$ cat config.mk
export PLATFORM = sky130hd
export DESIGN_NAME = bcd_modn_counter
export DESIGN_NICKNAME = d
export VERILOG_FILES = /design/src/rtl/bcd_pkg.sv /design/src/rtl/bcd_digit.sv /design/src/rtl/bcd_modn_counter.sv
export SDC_FILE = /design/constraint.sdc
export NUM_CORES = 1
export LEC_CHECK = 0
export CORE_MARGIN = 1.5
export CORE_UTILIZATION = 30
export CTS_CLUSTER_SIZE = 12
export DETAILED_ROUTE_END_ITERATION = 6
export SLEW_MARGIN = 20
export SYNTH_ARGS = -nofsm -noshare
export SYNTH_HDL_FRONTEND = slang
export SYNTH_SLANG_ARGS = --single-unit
export TNS_END_PERCENT = 50
$ cat constraint.sdc
create_clock -name clk -period 2.8 [get_ports clk]
set_clock_uncertainty 0.2 [all_clocks]
set_input_delay 0.56 -clock clk [delete_from_list [all_inputs] [get_ports clk]]
set_output_delay 0.56 -clock clk [all_outputs]
set_load 0.01 [all_outputs]
$ cat src/rtl/bcd_pkg.sv
// Shared constants and helpers for the BCD modulo-N counter.
// Holds the digit width, the largest BCD digit and the modulus-to-BCD conversion.
package bcd_pkg;

    localparam int BCD_MAX    = 9;
    localparam int DIGIT_W    = 4;
    localparam int MAX_DIGITS = 6;

    // Converts a non-negative integer into packed BCD, digit 0 in bits [3:0].
    function automatic logic [MAX_DIGITS*DIGIT_W-1:0] to_bcd(input int value);
        logic [MAX_DIGITS*DIGIT_W-1:0] r;
        int v;
        r = '0;
        v = value;
        for (int i = 0; i < MAX_DIGITS; i++) begin
            r[i*DIGIT_W +: DIGIT_W] = DIGIT_W'(v % 10);
            v = v / 10;
        end
        return r;
    endfunction

endpackage

$ cat src/rtl/bcd_digit.sv
// One BCD digit of the counter: steps by one when carry/borrow-in is set.
// Decrement logic exists only when BCD_COUNTER_DOWN_EN is defined.
module bcd_digit
    import bcd_pkg::*;
(
    input  logic [DIGIT_W-1:0] i_d,
    input  logic               i_up,
    input  logic               i_cin,
    output logic [DIGIT_W-1:0] o_d,
    output logic               o_cout
);

    localparam logic [DIGIT_W-1:0] D_MAX = DIGIT_W'(BCD_MAX);

`ifndef BCD_COUNTER_DOWN_EN
    logic w_unused_up;
    assign w_unused_up = i_up;
`endif

    // Next digit value and carry/borrow towards the next digit up.
    always_comb begin
        o_d    = i_d;
        o_cout = 1'b0;
        if (i_cin) begin
`ifdef BCD_COUNTER_DOWN_EN
            if (i_up) begin
                if (i_d == D_MAX) begin
                    o_d    = '0;
                    o_cout = 1'b1;
                end else begin
                    o_d = i_d + 1'b1;
                end
            end else begin
                if (i_d == '0) begin
                    o_d    = D_MAX;
                    o_cout = 1'b1;
                end else begin
                    o_d = i_d - 1'b1;
                end
            end
`else
            if (i_d == D_MAX) begin
                o_d    = '0;
                o_cout = 1'b1;
            end else begin
                o_d = i_d + 1'b1;
            end
`endif
        end
    end

endmodule

$ cat src/rtl/bcd_modn_counter.sv
// Cascadable BCD modulo-N counter with load, recovery and terminal count.
// Define BCD_COUNTER_DOWN_EN to enable counting down via the up port.
module bcd_modn_counter
    import bcd_pkg::*;
#(
    parameter int DIGITS  = 2,
    parameter int MODULUS = 24
) (
    input  logic                      clk,
    input  logic                      clr,
    input  logic                      en,
    input  logic                      up,
    input  logic                      load,
    input  logic [DIGIT_W*DIGITS-1:0] din,
    output logic [DIGIT_W*DIGITS-1:0] q,
    output logic                      tc,
    output logic                      err
);

    localparam int W = DIGIT_W * DIGITS;
    localparam logic [MAX_DIGITS*DIGIT_W-1:0] TERM_FULL = to_bcd(MODULUS - 1);
    localparam logic [W-1:0] TERM = TERM_FULL[W-1:0];

    if (DIGITS < 1 || DIGITS > MAX_DIGITS) begin : g_bad_digits
        $error("bcd_modn_counter: DIGITS out of range 1..6");
    end
    if (MODULUS < 2 || MODULUS > 10**DIGITS) begin : g_bad_modulus
        $error("bcd_modn_counter: MODULUS out of range 2..10^DIGITS");
    end

    // Legal means every digit is a BCD digit and the value is below MODULUS.
    function automatic logic is_legal(input logic [W-1:0] v);
        logic ok;
        ok = (v <= TERM);
        for (int i = 0; i < DIGITS; i++) begin
            if (v[i*DIGIT_W +: DIGIT_W] > DIGIT_W'(BCD_MAX)) ok = 1'b0;
        end
        return ok;
    endfunction

    logic [W-1:0]    r_q;
    logic            r_err;
    logic [W-1:0]    w_q_nx;
    logic            w_err_nx;
    logic [W-1:0]    w_step;
    logic [DIGITS:0] w_carry;
    logic            w_up;
    logic            w_wrap;
    logic [W-1:0]    w_wrap_val;

`ifdef BCD_COUNTER_DOWN_EN
    assign w_up   = up;
    assign w_wrap = w_up ? (r_q == TERM) : w_carry[DIGITS];
    assign tc     = en & (w_up ? (r_q == TERM) : (r_q == '0));
`else
    logic w_unused_up;
    assign w_unused_up = up;
    assign w_up        = 1'b1;
    // A full carry-out from a legal value only happens at TERM.
    assign w_wrap      = (r_q == TERM) | w_carry[DIGITS];
    assign tc          = en & (r_q == TERM);
`endif

    assign w_wrap_val = w_up ? '0 : TERM;
    assign w_carry[0] = 1'b1;

    for (genvar g = 0; g < DIGITS; g++) begin : g_digit
        bcd_digit u_digit (
            .i_d   (r_q[g*DIGIT_W +: DIGIT_W]),
            .i_up  (w_up),
            .i_cin (w_carry[g]),
            .o_d   (w_step[g*DIGIT_W +: DIGIT_W]),
            .o_cout(w_carry[g+1])
        );
    end

    // Next count and error flag: load beats count, count beats hold.
    always_comb begin
        w_q_nx   = r_q;
        w_err_nx = r_err;
        if (load) begin
            if (is_legal(din)) begin
                w_q_nx   = din;
                w_err_nx = 1'b0;
            end else begin
                w_q_nx   = '0;
                w_err_nx = 1'b1;
            end
        end else if (en) begin
            if (!is_legal(r_q)) begin
                w_q_nx   = '0;
                w_err_nx = 1'b1;
            end else begin
                w_q_nx   = w_wrap ? w_wrap_val : w_step;
                w_err_nx = 1'b0;
            end
        end
    end

    // Count and error registers with asynchronous clear.
    always_ff @(posedge clk or negedge clr) begin
        if (!clr) begin
            r_q   <= '0;
            r_err <= 1'b0;
        end else begin
            r_q   <= w_q_nx;
            r_err <= w_err_nx;
        end
    end

    assign q   = r_q;
    assign err = r_err;

endmodule
==> flow_metrics.tcl <==
set metrics [dict create \
    run_status "finished clean" \
    seqCellArea_um2 225 \
    start_kind "flip-flop" \
    p_comb_frac 0.337 \
    synth_edf_count 0 \
    yosys_warnings 0 \
    synth_top_area_share 0.330 \
    synth-async-reset-ratio 1.00 \
    clkSlewWorstSetupHoldPaths_ns 0.07 \
    fin_setup_tns_ns 0 \
    tightest_slew_ns 0.432 \
    end_kind "output pin" \
    dp_hpwl_um 1260 \
    worst-path-stages 4 \
    start_util 0.312 \
    critPathBufInv 1 \
    p_switching_uw 126 \
    grt_pass1_wl_um 2780 \
    drt_first_iter_violations 9 \
    synthCells 72 \
    synth_seq_cells 9 \
    num_vias 656 \
    hold_class "reg -> reg" \
    cts-resized-gates 0 \
    routabilityCongestion 0.789 \
    ys.flop_type "dfrtp_1" \
    synth_most_common_cell "dfrtp_1" \
    vias_per_cell 5.38 \
    cpPeakStageDelay_ns 0.52 \
    row_count 17 \
    period_minus_slack_ns 2.65 \
    drive_above_1_share 0.160 \
    gr-total-overflow 0 \
    cts_tree "yes" \
    cp_slowest_cell "clkdlybuf4s50_1" \
    powerDensity_mw_per_mm2 436 \
    netlist_top_cells_area "dfrtp_1 (33%), and2b_2 (3.8%), and2_1 (3.7%)" \
    internal_power_uw 281 \
    h-tree-depth 1 \
    area_growth_pct 36.6 \
    io_pins 23 \
    critical_path.max_fanout 6 \
    fmax_mhz 378 \
    cap_viol_max_count 0 \
    p_sw_frac 0.310 \
    remaining_drc_errors 0 \
    die_w_um 50.7 \
    critical_path_class "reg -> out" \
    routed_wl_um 1590 \
    core-area_mm2 0.00219 \
    critPathTopFamily "simple AND/OR/NAND/NOR gates" \
    antenna_left 0 \
    whs_path_depth 2 \
    syn_area_per_cell_um2 9.49 \
    relSlewSlack 0.704 \
    grt_antenna_before_repair 0 \
    seqPwrFrac 0.411 \
    nets 108 \
    n_fill_cell 223 \
    clkPwrFrac 0.251 \
    grt.total_usage 0.142 \
    cp.required_ns 2.04 \
    numPortBuffers 21 \
    synth_fp_nets 85 \
    cts_sinks 9 \
    diodes 0 \
    synth_area_um2 683 \
    post_drt_wl_per_cell_um 13.0 \
    die_h_um 50.7 \
    path_cells "and2b_2 -> and4_2 -> and2_1 -> clkdlybuf4s50_1" \
    synth_cell_type_count 40 \
    rsz0062_at_grt "false" \
    hold_violations 0 \
    ff2ff_path_depth 4 \
    firstDrtPassIters 4 \
    slew_viol_final 0 \
    multi_input_area_um2 414 \
    synth_seq_area_share 0.330 \
    clock_latency_ns 0.26 \
    leakage_uw 0.000356 \
    post-route-period-util 0.946 \
    power_uw 407 \
    post_cts_buffers 0 \
    first_global_vias 634 \
    hold_buffers 0 \
    clockBufferDepth 2 \
    die_area_mm2 0.00257 \
    yosys-top-cells-count "dfrtp_1 (9), and2_1 (4), nor2_1 (4)" \
    cts_made_buffers 3 \
    finalSetupViolations 0 \
    irDropWorstVdd_uv 170 \
    synth_top_area_cell "dfrtp_1" \
    critPathArrivalTime_ns 1.89 \
    grt_max_degree 13 \
    clockRootBuffer "clkbuf_4" \
]
sequential cells by signal (all words and copies together) (netlist names):
name and count:
q 8, err 1
path summary, 6_finish.rpt:
kind / startpoint / slack [ns] / end
worst min-delay path: err$_DFFE_PN0P_ / 0.30 / err$_DFFE_PN0P_
min in group asynchronous: clr / 0.41 / err$_DFFE_PN0P_
worst max register to register: q[3]$_DFFE_PN0P_ / 0.56 / q[2]$_DFFE_PN0P_
worst min register to register: err$_DFFE_PN0P_ / 0.30 / err$_DFFE_PN0P_
worst max-delay path: q[4]$_DFFE_PN0P_ / 0.15 / tc
max in group asynchronous: clr / 1.68 / q[3]$_DFFE_PN0P_
area by class of cell:
class / count / share of cell area
tap: 28 / 0.0375
clock buffer: 4 / 0.0282
sequential: 9 / 0.241
multi-input combinational: 56 / 0.444
inverter: 2 / 0.00804
timing repair buffer: 23 / 0.241
logic make-up after synthesis:
kind of cell           share of synthesized area
AO/OA/AOI/OAI                              0.299
flip-flops                                 0.330
buffers and inverters                     0.0641
multiplexers                              0.0147
AND/OR/NAND/NOR                            0.293
worst register-to-register path: cells and delay by family (launching register included):
kind	cells	cell delay [ns]
DFF	1	0.48
and+or+nand+nor	2	0.83
AOI/OAI and AO/OA	2	0.63
per-layer routing:
layer | vias to the layer above | part of all wire | GRT usage
met4 | 0 | 0.020 | 0.0811
met3 | 4 | 0.043 | 0.0298
met2 | 19 | 0.47 | 0.221
li1 | 327 | - | -
met5 | - | 0 | 0
met1 | 306 | 0.47 | 0.181
through the flow:
step / util / instance area [um2] / hold slack [ns] / setup slack (ns) / cells
after CTS: 0.426 / 933 / 0.307 / 0.145 / 122
after global routing: 0.426 / 933 / 0.361 / 0.0236 / 122
after floorplan: - / 683 / 0.0644 / 0.608 / 72
final: 0.426 / 933 / 0.303 / 0.152 / 122
after global placement: 0.414 / 907 / 0.289 / 0.374 / 118
after detailed placement: 0.414 / 907 / 0.274 / 0.368 / 118
power by group through the flow:
stage | registers [uW] | logic [uW] | clock network [uW]
3_3_place_gp | 169 | 138 | 0
6_report | 168 | 137 | 102
4_1_cts | 168 | 139 | 106
5_1_grt | 171 | 151 | 117
3_5_place_dp | 170 | 138 | 0
2_1_floorplan | 168 | 79.0 | 0
cell usage in the layout (no fill, tap or decap), drive strengths merged, types with 3 or more instances in the layout:
cell type	instances
and2b	3
o21ai	3
a21oi	3
clkbuf	4
nor2	4
and2	5
clkdlybuf4s50	21
nand3b	3
dfrtp	9
Power figures use the tool's default switching activity.
